===== config.mk =====
export PLATFORM = sky130hd
export DESIGN_NAME = vga_axil_regs_flat
export DESIGN_NICKNAME = d
export VERILOG_FILES = /design/src/rtl/vga_axil_pkg.sv /design/src/rtl/vga_axil_if.sv /design/src/rtl/vga_axil_hold_buf.sv /design/src/rtl/vga_axil_regs.sv /design/src/flat_wrapper.sv
export SDC_FILE = /design/constraint.sdc
export NUM_CORES = 1
export LEC_CHECK = 0
export ABC_AREA = 1
export BUFFER_PORTS_ARGS = -buffer_cell sky130_fd_sc_hd__buf_2
export CORE_AREA = 2 2 460 462
export CTS_BUF_LIST = sky130_fd_sc_hd__clkbuf_16
export DETAILED_ROUTE_END_ITERATION = 6
export DIE_AREA = 0 0 462 464
export GPL_TIMING_DRIVEN = 0
export HOLD_SLACK_MARGIN = 0.12
export PLACE_DENSITY = 0.35
export REMOVE_ABC_BUFFERS = 1
export SLEW_MARGIN = 40
export SYNTH_ARGS = -nofsm -noshare
export SYNTH_HDL_FRONTEND = slang
export SYNTH_SLANG_ARGS = --single-unit

===== constraint.sdc =====
create_clock -name clk_i -period 20.5 [get_ports clk_i]
set_clock_uncertainty 0.1 [all_clocks]
set_input_delay 4.1 -clock clk_i [delete_from_list [all_inputs] [get_ports clk_i]]
set_output_delay 4.1 -clock clk_i [all_outputs]
set_load 0.02 [all_outputs]

===== src/rtl/vga_axil_pkg.sv =====
// Shared AXI4-Lite types and helpers for the VGA configuration register bank.
package vga_axil_pkg;

    typedef enum logic [1:0] {
        AXIL_RESP_OKAY   = 2'd0,
        AXIL_RESP_EXOKAY = 2'd1,
        AXIL_RESP_SLVERR = 2'd2,
        AXIL_RESP_DECERR = 2'd3
    } axil_resp_e;

    // Word index of a byte address; byte_bits is log2 of the bus width in bytes.
    function automatic logic [63:0] axil_reg_idx(input logic [63:0] addr, input int unsigned byte_bits);
        return addr >> byte_bits;
    endfunction

endpackage


===== src/rtl/vga_axil_if.sv =====
// AXI4-Lite bus bundle between the interconnect (master) and the register bank (slave).
interface vga_axil_if #(
    parameter int unsigned ADDR_W = 32,
    parameter int unsigned DATA_W = 32
);
    import vga_axil_pkg::*;

    logic [ADDR_W-1:0]   awaddr;
    logic                awvalid;
    logic                awready;
    logic [DATA_W-1:0]   wdata;
    logic [DATA_W/8-1:0] wstrb;
    logic                wvalid;
    logic                wready;
    axil_resp_e          bresp;
    logic                bvalid;
    logic                bready;
    logic [ADDR_W-1:0]   araddr;
    logic                arvalid;
    logic                arready;
    logic [DATA_W-1:0]   rdata;
    axil_resp_e          rresp;
    logic                rvalid;
    logic                rready;

    modport master (
        output awaddr, awvalid, wdata, wstrb, wvalid, bready, araddr, arvalid, rready,
        input  awready, wready, bresp, bvalid, arready, rdata, rresp, rvalid
    );

    modport slave (
        input  awaddr, awvalid, wdata, wstrb, wvalid, bready, araddr, arvalid, rready,
        output awready, wready, bresp, bvalid, arready, rdata, rresp, rvalid
    );

endinterface


===== src/rtl/vga_axil_hold_buf.sv =====
// One-entry hold buffer: accepts a payload when empty, keeps it until popped.
module vga_axil_hold_buf #(
    parameter type T = logic [7:0]
) (
    input  logic clk,
    input  logic arst,
    input  logic in_valid,
    output logic in_ready,
    input  T     in_data,
    output logic out_valid,
    output T     out_data,
    input  logic out_pop
);

    logic full_r;
    T     data_r;

    // Pop has priority; a pop and a refill never share an edge since in_ready is low while full.
    always_ff @(posedge clk or posedge arst) begin
        if (arst) begin
            full_r <= 1'b0;
            data_r <= '0;
        end else if (out_pop) begin
            full_r <= 1'b0;
        end else if (in_valid && !full_r) begin
            full_r <= 1'b1;
            data_r <= in_data;
        end
    end

    assign in_ready  = !full_r;
    assign out_valid = full_r;
    assign out_data  = data_r;

endmodule


===== src/rtl/vga_axil_regs.sv =====
// AXI4-Lite register bank for VGA configuration: byte-strobed RW registers,
// read-only hardware-sourced slots and SLVERR on out-of-range or RO writes.
module vga_axil_regs #(
    parameter int unsigned         DATA_W    = 32,
    parameter int unsigned         ADDR_W    = 32,
    parameter int unsigned         REG_NUM   = 16,
    parameter logic [REG_NUM-1:0]  RO_MASK   = '0,
    parameter logic [DATA_W-1:0]   RESET_VAL = '0
) (
    input  logic                            clk_i,
    input  logic                            arst_i,
    vga_axil_if.slave                       axil,
    output logic [REG_NUM-1:0][DATA_W-1:0]  regs_o,
    input  logic [REG_NUM-1:0][DATA_W-1:0]  ro_data_i,
    output logic [REG_NUM-1:0]              wr_pulse_o
);
    import vga_axil_pkg::*;

    localparam int unsigned STRB_W = DATA_W / 8;
    localparam int unsigned OFS_W  = $clog2(STRB_W);
    localparam int unsigned IDX_W  = (REG_NUM > 1) ? $clog2(REG_NUM) : 1;

    typedef struct packed {
        logic [ADDR_W-1:0] addr;
    } aw_pld_t;

    typedef struct packed {
        logic [DATA_W-1:0] data;
        logic [STRB_W-1:0] strb;
    } w_pld_t;

    aw_pld_t aw_in_s, aw_buf_s;
    w_pld_t  w_in_s, w_buf_s;
    logic    aw_ready_s, aw_full_s, w_ready_s, w_full_s;
    logic    commit_s;

    logic [REG_NUM-1:0][DATA_W-1:0] regs_r;
    logic [REG_NUM-1:0]             wr_pulse_r;
    logic                           bvalid_r;
    axil_resp_e                     bresp_r;
    logic                           rvalid_r;
    axil_resp_e                     rresp_r;
    logic [DATA_W-1:0]              rdata_r;

    assign aw_in_s.addr = axil.awaddr;
    assign w_in_s.data  = axil.wdata;
    assign w_in_s.strb  = axil.wstrb;

    vga_axil_hold_buf #(.T(aw_pld_t)) u_aw_buf (
        .clk       (clk_i),
        .arst      (arst_i),
        .in_valid  (axil.awvalid),
        .in_ready  (aw_ready_s),
        .in_data   (aw_in_s),
        .out_valid (aw_full_s),
        .out_data  (aw_buf_s),
        .out_pop   (commit_s)
    );

    vga_axil_hold_buf #(.T(w_pld_t)) u_w_buf (
        .clk       (clk_i),
        .arst      (arst_i),
        .in_valid  (axil.wvalid),
        .in_ready  (w_ready_s),
        .in_data   (w_in_s),
        .out_valid (w_full_s),
        .out_data  (w_buf_s),
        .out_pop   (commit_s)
    );

    // Write decode on the buffered address
    logic [63:0]        aw_idx_s;
    logic [IDX_W-1:0]   aw_sel_s;
    logic               aw_in_range_s;
    logic               wr_ok_s;
    axil_resp_e         wr_resp_s;
    logic [DATA_W-1:0]  merged_s;

    assign aw_idx_s      = axil_reg_idx(64'(aw_buf_s.addr), OFS_W);
    assign aw_sel_s      = aw_idx_s[IDX_W-1:0];
    assign aw_in_range_s = (aw_idx_s < 64'(REG_NUM));
    assign commit_s      = aw_full_s && w_full_s && (!bvalid_r || axil.bready);

    // Byte-merge the buffered write into the addressed register and pick the response.
    always_comb begin
        wr_ok_s   = 1'b0;
        wr_resp_s = AXIL_RESP_OKAY;
        merged_s  = '0;
        if (aw_in_range_s && !RO_MASK[aw_sel_s]) begin
            wr_ok_s = |w_buf_s.strb;
            for (int b = 0; b < int'(STRB_W); b++) begin
                if (w_buf_s.strb[b]) begin
                    merged_s[b*8 +: 8] = w_buf_s.data[b*8 +: 8];
                end else begin
                    merged_s[b*8 +: 8] = regs_r[aw_sel_s][b*8 +: 8];
                end
            end
        end else begin
            wr_resp_s = AXIL_RESP_SLVERR;
        end
    end

    // Register storage, write strobes and the B channel.
    always_ff @(posedge clk_i or posedge arst_i) begin
        if (arst_i) begin
            regs_r     <= {REG_NUM{RESET_VAL}};
            wr_pulse_r <= '0;
            bvalid_r   <= 1'b0;
            bresp_r    <= AXIL_RESP_OKAY;
        end else begin
            wr_pulse_r <= '0;
            if (commit_s) begin
                bvalid_r <= 1'b1;
                bresp_r  <= wr_resp_s;
                if (wr_ok_s) begin
                    regs_r[aw_sel_s]     <= merged_s;
                    wr_pulse_r[aw_sel_s] <= 1'b1;
                end
            end else if (axil.bready) begin
                bvalid_r <= 1'b0;
            end
        end
    end

    // Read decode; regs_r is sampled before any same-edge commit lands
    logic [63:0]      ar_idx_s;
    logic [IDX_W-1:0] ar_sel_s;
    logic             ar_in_range_s;
    logic             ar_ready_s;

    assign ar_idx_s      = axil_reg_idx(64'(axil.araddr), OFS_W);
    assign ar_sel_s      = ar_idx_s[IDX_W-1:0];
    assign ar_in_range_s = (ar_idx_s < 64'(REG_NUM));
    assign ar_ready_s    = !rvalid_r || axil.rready;

    // R channel: capture read data on the AR handshake, hold until accepted.
    always_ff @(posedge clk_i or posedge arst_i) begin
        if (arst_i) begin
            rvalid_r <= 1'b0;
            rresp_r  <= AXIL_RESP_OKAY;
            rdata_r  <= '0;
        end else if (axil.arvalid && ar_ready_s) begin
            rvalid_r <= 1'b1;
            if (ar_in_range_s) begin
                rresp_r <= AXIL_RESP_OKAY;
                rdata_r <= RO_MASK[ar_sel_s] ? ro_data_i[ar_sel_s] : regs_r[ar_sel_s];
            end else begin
                rresp_r <= AXIL_RESP_SLVERR;
                rdata_r <= '0;
            end
        end else if (axil.rready) begin
            rvalid_r <= 1'b0;
        end
    end

    assign axil.awready = aw_ready_s;
    assign axil.wready  = w_ready_s;
    assign axil.bvalid  = bvalid_r;
    assign axil.bresp   = bresp_r;
    assign axil.arready = ar_ready_s;
    assign axil.rvalid  = rvalid_r;
    assign axil.rresp   = rresp_r;
    assign axil.rdata   = rdata_r;
    assign regs_o       = regs_r;
    assign wr_pulse_o   = wr_pulse_r;

endmodule


===== src/flat_wrapper.sv =====
// flat-port wrapper written by rule: the top's interface ports become plain ports
module vga_axil_regs_flat import vga_axil_pkg::*;
#(
    parameter int unsigned         DATA_W    = 32,
    parameter int unsigned         ADDR_W    = 32,
    parameter int unsigned         REG_NUM   = 16,
    parameter logic [REG_NUM-1:0]  RO_MASK   = '0,
    parameter logic [DATA_W-1:0]   RESET_VAL = '0
)
  (clk_i, arst_i, regs_o, ro_data_i, wr_pulse_o, axil_awaddr, axil_awvalid, axil_wdata, axil_wstrb, axil_wvalid, axil_bready, axil_araddr, axil_arvalid, axil_rready, axil_awready, axil_wready, axil_bresp, axil_bvalid, axil_arready, axil_rdata, axil_rresp, axil_rvalid);
  vga_axil_if #(.ADDR_W(ADDR_W), .DATA_W(DATA_W)) axil_i ();
  input  logic clk_i;
  input  logic arst_i;
  output logic [REG_NUM-1:0][DATA_W-1:0] regs_o;
  input  logic [REG_NUM-1:0][DATA_W-1:0] ro_data_i;
  output logic [REG_NUM-1:0] wr_pulse_o;
  input wire logic [$bits(axil_i.awaddr)-1:0] axil_awaddr;
  input wire logic [$bits(axil_i.awvalid)-1:0] axil_awvalid;
  input wire logic [$bits(axil_i.wdata)-1:0] axil_wdata;
  input wire logic [$bits(axil_i.wstrb)-1:0] axil_wstrb;
  input wire logic [$bits(axil_i.wvalid)-1:0] axil_wvalid;
  input wire logic [$bits(axil_i.bready)-1:0] axil_bready;
  input wire logic [$bits(axil_i.araddr)-1:0] axil_araddr;
  input wire logic [$bits(axil_i.arvalid)-1:0] axil_arvalid;
  input wire logic [$bits(axil_i.rready)-1:0] axil_rready;
  output wire logic [$bits(axil_i.awready)-1:0] axil_awready;
  output wire logic [$bits(axil_i.wready)-1:0] axil_wready;
  output wire logic [$bits(axil_i.bresp)-1:0] axil_bresp;
  output wire logic [$bits(axil_i.bvalid)-1:0] axil_bvalid;
  output wire logic [$bits(axil_i.arready)-1:0] axil_arready;
  output wire logic [$bits(axil_i.rdata)-1:0] axil_rdata;
  output wire logic [$bits(axil_i.rresp)-1:0] axil_rresp;
  output wire logic [$bits(axil_i.rvalid)-1:0] axil_rvalid;
  assign axil_i.awaddr = axil_awaddr;
  assign axil_i.awvalid = axil_awvalid;
  assign axil_i.wdata = axil_wdata;
  assign axil_i.wstrb = axil_wstrb;
  assign axil_i.wvalid = axil_wvalid;
  assign axil_i.bready = axil_bready;
  assign axil_i.araddr = axil_araddr;
  assign axil_i.arvalid = axil_arvalid;
  assign axil_i.rready = axil_rready;
  assign axil_awready = axil_i.awready;
  assign axil_wready = axil_i.wready;
  assign axil_bresp = axil_i.bresp;
  assign axil_bvalid = axil_i.bvalid;
  assign axil_arready = axil_i.arready;
  assign axil_rdata = axil_i.rdata;
  assign axil_rresp = axil_i.rresp;
  assign axil_rvalid = axil_i.rvalid;
  vga_axil_regs #(.DATA_W(DATA_W), .ADDR_W(ADDR_W), .REG_NUM(REG_NUM), .RO_MASK(RO_MASK), .RESET_VAL(RESET_VAL)) u_core (.clk_i(clk_i), .arst_i(arst_i), .axil(axil_i), .regs_o(regs_o), .ro_data_i(ro_data_i), .wr_pulse_o(wr_pulse_o));
endmodule

Word level (Yosys, flattened, before mapping) --
Memory sizes are Yosys's and may differ from the RTL's. Index checks and enable logic that the tools add are counted. W data, S select, Z words.
Storage, ports and cells: word-level logic and storage cells 90, register bits after elaboration 636, memory bits (read-only) 32, memories 2, bits of input ports 619, output and inout bits 569
Operators by class: order comparisons 5, bitwise operators 1, reduce and logical (&&, ||, !) cells 22, muxes and demuxes 33
Memory list:
- (no name shown) | words 16, width 1, rd ports 1, clocked after memory_dff 0, wr ports 0, RTL line vga_axil_regs.sv:146 | rdata_r <= RO_MASK[ar_sel_s] ? ro_data_i[ar_sel_s] : regs_r[ar_sel_s];
- (no name shown) | words 16, width 1, rd ports 1, clocked after memory_dff 0, wr ports 0, RTL line vga_axil_regs.sv:89 | if (aw_in_range_s && !RO_MASK[aw_sel_s]) begin
Operator list (count):
- $bwmux W512 | 1
- $bmux W32 S4 | 3
- $mux W32 | 7
- $demux W32 S4 | 1
- $lt A30 B5 Y1 const B | 2
- $mux W16 | 2
- $mux W8 | 4
- $mux W1 | 12
- $lt A4 B5 Y1 const B | 2
- $reduce_bool A2 Y1 | 4
- $logic_and A1 B1 Y1 | 7
- $reduce_and A2 Y1 | 3
- $logic_not A1 Y1 | 5
- $demux W1 S4 | 1
- $ge A4 B1 Y1 const B | 1
- $mux W2 | 2
- $reduce_or A4 Y1 | 1
- $logic_or A1 B1 Y1 | 2
- $not A1 Y1 | 1

Longest topological paths before layout --
word-level depth 7, depth in mapped cells 13, gate-level depth less buffers 10

Hierarchy --
Synthesis repeated with hierarchy kept, for this count alone.
Unflattened totals: cell total of the unflattened synthesis 5394, area, all modules 36496.3 sq um
Modules (own cells, without submodules):
- vga_axil_regs | area an instance 33709.8 sq um, instances 1, cells an instance 5088, seq. area each 14113.5 sq um
- vga_axil_hold_buf (u_core.u_w_buf) | area an instance 1458.9 sq um, instances 1, cells an instance 161, seq. area each 925.9 sq um
- vga_axil_hold_buf (u_core.u_aw_buf) | area an instance 1327.5 sq um, instances 1, cells an instance 145, seq. area each 825.8 sq um

Least setup slack after synthesis --
Ideal clock, no wire load.
kind in2out, start input port axil_rready, end output port axil_arready, stages 2, path slack 11.975 ns, path buffers 0, data required time 16.300 ns, arrival time 4.325 ns, cell sequence inv_1 > nand2_1
Between the ends: word-level cells in the longest chain between the ends 1
RTL lines:
- from (decl) | RTL line flat_wrapper.sv:25 | input wire logic [$bits(axil_i.rready)-1:0] axil_rready;
- $logic_or A1 B1 Y1 | RTL line vga_axil_regs.sv:134 | assign ar_ready_s = !rvalid_r || axil.rready;
- to (decl) | RTL line flat_wrapper.sv:30 | output wire logic [$bits(axil_i.arready)-1:0] axil_arready;
No other way between the ends.

Final worst setup path --
Same ends and word-level chain as after synthesis.

==> results.sh <==
export IMPL_slowest_stage="buf_2"
export IMPL_dp_hpwl_mm=169
export IMPL_cp_end_kind="primary output"
export IMPL_ctsResizeCount=0
export IMPL_io_buffer_count=669
export IMPL_cp_top_family="buffers and inverters"
export IMPL_synth_edf_count=0
export IMPL_ant_nets=0
export IMPL_final_hold_viol_count=0
export IMPL_drive_gt1_share_pct=19.5
export IMPL_clkSlewWorstSetupHoldPaths_ns=0.06
export IMPL_crit_buf_inv=3
export IMPL_die_w_um=462
export IMPL_cp_cell_sequence="buf_2, inv_1, nand2_1, buf_2"
export IMPL_fin_nets=6386
export IMPL_syn_to_final_growth_pct=33.7
export IMPL_grt_usage_pct=21.1
export IMPL_period_share_pct=42.9
export IMPL_synth_sequential_area_ratio_pct=44.1
export IMPL_power_mw=4.93
export IMPL_final_common_cell="nand2_1"
export IMPL_p_int_mw=2.83
export IMPL_cp_start_kind="input pin"
export IMPL_r2r_setup_slack_ns=16.37
export IMPL_start_util_pct=17.1
export IMPL_grt_max_degree=85
export IMPL_maxSlewViolCount=0
export IMPL_design_core_area_um2=209000
export IMPL_fmax_mhz=114
export IMPL_tritoncts="built"
export IMPL_drv_cap=0
export IMPL_vias_per_cell=4.50
export IMPL_critical_path_class="input pin to primary output"
export IMPL_antenna_found_initial=7
export IMPL_syn_instance_count=5237
export IMPL_via_count=38900
export IMPL_worst_slack_ns=11.71
export IMPL_p_clk_share_pct=33.4
export IMPL_dp_slack_ns=11.72
export IMPL_ir_drop_mv=0.0602
export IMPL_dpl_cell_count=8479
export IMPL_cts_sinks=632
export IMPL_post_drt_wl_per_cell_um=26.8
export IMPL_clockBufferDepth=3
export IMPL_synth_cell_types=30
export IMPL_synthArstFlopShare_pct=100
export IMPL_dr_pass1_iters=6
export IMPL_cts_root_buf="clkbuf_16"
export IMPL_arrival_ns=4.59
export IMPL_die_h_um=464
export IMPL_hold_path_class="register to register"
export IMPL_ff_latch_area_um2=15800
export IMPL_drtIter0Drc=3186
export IMPL_ys_flop_type="dfrtp_1"
export IMPL_grt_pass1_vias=36900
export IMPL_yosys_warnings=0
export IMPL_rsz0062_at_grt="no"
export IMPL_slowest_delay_ns=0.21
export IMPL_status="finished clean"
export IMPL_h_tree_depth=3
export IMPL_avgSynthCellArea_um2=6.84
export IMPL_switching_share_pct=42.6
export IMPL_ios=1188
export IMPL_clk_latency_ns=0.73
export IMPL_multi_input_comb_area_um2=17700
export IMPL_wirelength_mm=232
export IMPL_p_switching_mw=2.10
export IMPL_power_frac_seq_pct=27.9
export IMPL_p_leak_nw=25.6
export IMPL_grt_overflow=0
export IMPL_synth_cell_area_um2=35800
export IMPL_cts_buffers=91
export IMPL_final_cell_mix="2154 x nand2_1, 666 x buf_2, 630 x dfrtp_1"
export IMPL_period_needed_ns=8.79
export IMPL_fill_cells=23400
export IMPL_die_area_um2=214000
export IMPL_worst_path_max_fanout=5
export IMPL_setup_violations=0
export IMPL_relSlewSlack_pct=44.2
export IMPL_place_congestion=0.776
export IMPL_worstPathRequired_ns=16.30
export IMPL_post_cts_buffers=0
export IMPL_drc=0
export IMPL_final_cell_count_no_fill=8646
export IMPL_whs_ns=0.377
export IMPL_worst_pin_slew_ns=0.837
export IMPL_synth_seq_cells=632
export IMPL_grt_pass1_wl_mm=316
export IMPL_crit_path_frequent_cell="buf_2"
export IMPL_combPwrFrac_pct=38.6
export IMPL_cts_hold_buf=0
export IMPL_rows=168
export IMPL_p_per_area_nw_per_um2=103
==> cell families (layout without fill, tap and decap cells) <==
group | count (synthesis) | count (layout) | share of synthesized area [%]
other cells | 1 | 6 | 0.0105
mux | 56 | 56 | 1.76
simple gates | 3233 | 3233 | 36.2
flops | 632 | 632 | 44.1
buf+inv | 630 | 1229 | 7.57
compound gates | 685 | 685 | 10.3
==> area by class of cell <==
class,count,area share [%]
multi-input cells,3976,37.0
flip-flops and latches,632,33.0
repair buffers,824,14.4
well taps,2805,7.32
clock buffers,95,4.96
inverters,242,2.06
clock inverters,68,1.25
diodes,4,0.0209
==> path summary, 6_finish.rpt <==
kind	start	endpoint	depth (start not counted)
worst max-delay path	axil_rready	axil_arready	4
worst min-delay path	u_core.axil.rdata[29]$_DFFE_PP0P_	u_core.axil.rdata[29]$_DFFE_PP0P_	2
worst max register to register	u_core.u_aw_buf.out_data[2]$_DFFE_PP0P_	u_core.regs_o[168]$_DFFE_PP0P_	11
worst min register to register	u_core.axil.rdata[29]$_DFFE_PP0P_	u_core.axil.rdata[29]$_DFFE_PP0P_	2
max in group asynchronous	arst_i	u_core.u_aw_buf.out_data[31]$_DFFE_PP0P_	6
min in group asynchronous	arst_i	u_core.regs_o[227]$_DFFE_PP0P_	2
==> worst register-to-register path, stage by stage, from the launching register on <==
cell and delay, ns:
dfrtp_4 0.80, buf_12 0.32, inv_8 0.27, buf_16 0.30, nor2_2 0.30, nand4_1 0.50, inv_1 0.48, nand2_4 0.31
buf_12 0.30, buf_16 0.21, nand2_1 0.09, nand2_1 0.05
==> sequential cells by signal, summed over array words and instances, names as in the netlist <==
name                       count
u_core.axil.bresp              1
u_core.axil.bvalid             1
u_core.axil.rdata             32
u_core.axil.rresp              1
u_core.axil.rvalid             1
u_core.regs_o                512
u_core.u_aw_buf.out_data      30
u_core.u_aw_buf.out_valid      1
u_core.u_w_buf.out_data       36
u_core.u_w_buf.out_valid       1
u_core.wr_pulse_o             16
==> Yosys cell counts (22+ instances only) <==
library cell,count,share of area [%]
dfrtp_1,632,44
inv_1,233,2.4
buf_1,35,0.37
o211ai_1,33,0.69
mux2_2,56,1.8
nand2_1,2173,23
buf_2,149,2.1
a21oi_1,293,4.1
nand3_1,581,8.1
nor2_1,442,4.6
o21ai_2,25,0.61
o21ai_1,112,1.6
nor2_2,22,0.38
clkbuf_1,172,1.8
o21ai_0,205,2.9
==> routing by layer <==
metal	wire length, um	share of wire, %	GRT usage, %	vias to the layer above
met2	109000	47	34.4	1476
met3	14300	6.2	3.82	332
met5	0	0	0	-
met1	98600	43	27.1	19300
li1	-	-	-	17800
met4	10200	4.4	8.90	0
==> power by group through the flow <==
stage	Clock (mW)	Sequential [mW]	Combinational (mW)
floorplan	0	1.44	1.15
global placement	0	1.55	1.92
detailed placement	0	1.40	1.91
CTS	1.70	1.38	1.92
global route	1.74	1.39	2.09
finish	1.65	1.38	1.91
==> per-stage QoR <==
stage	utilization (%)	TNS, ns	cell area, um2
floorplan	-	-886.18	34000
global placement	19.6	-	40900
detailed placement	21.5	0	44900
CTS	22.9	0	47900
global route	22.9	0	47900
finish	22.9	0	47900
Power figures use the tool's default switching activity.
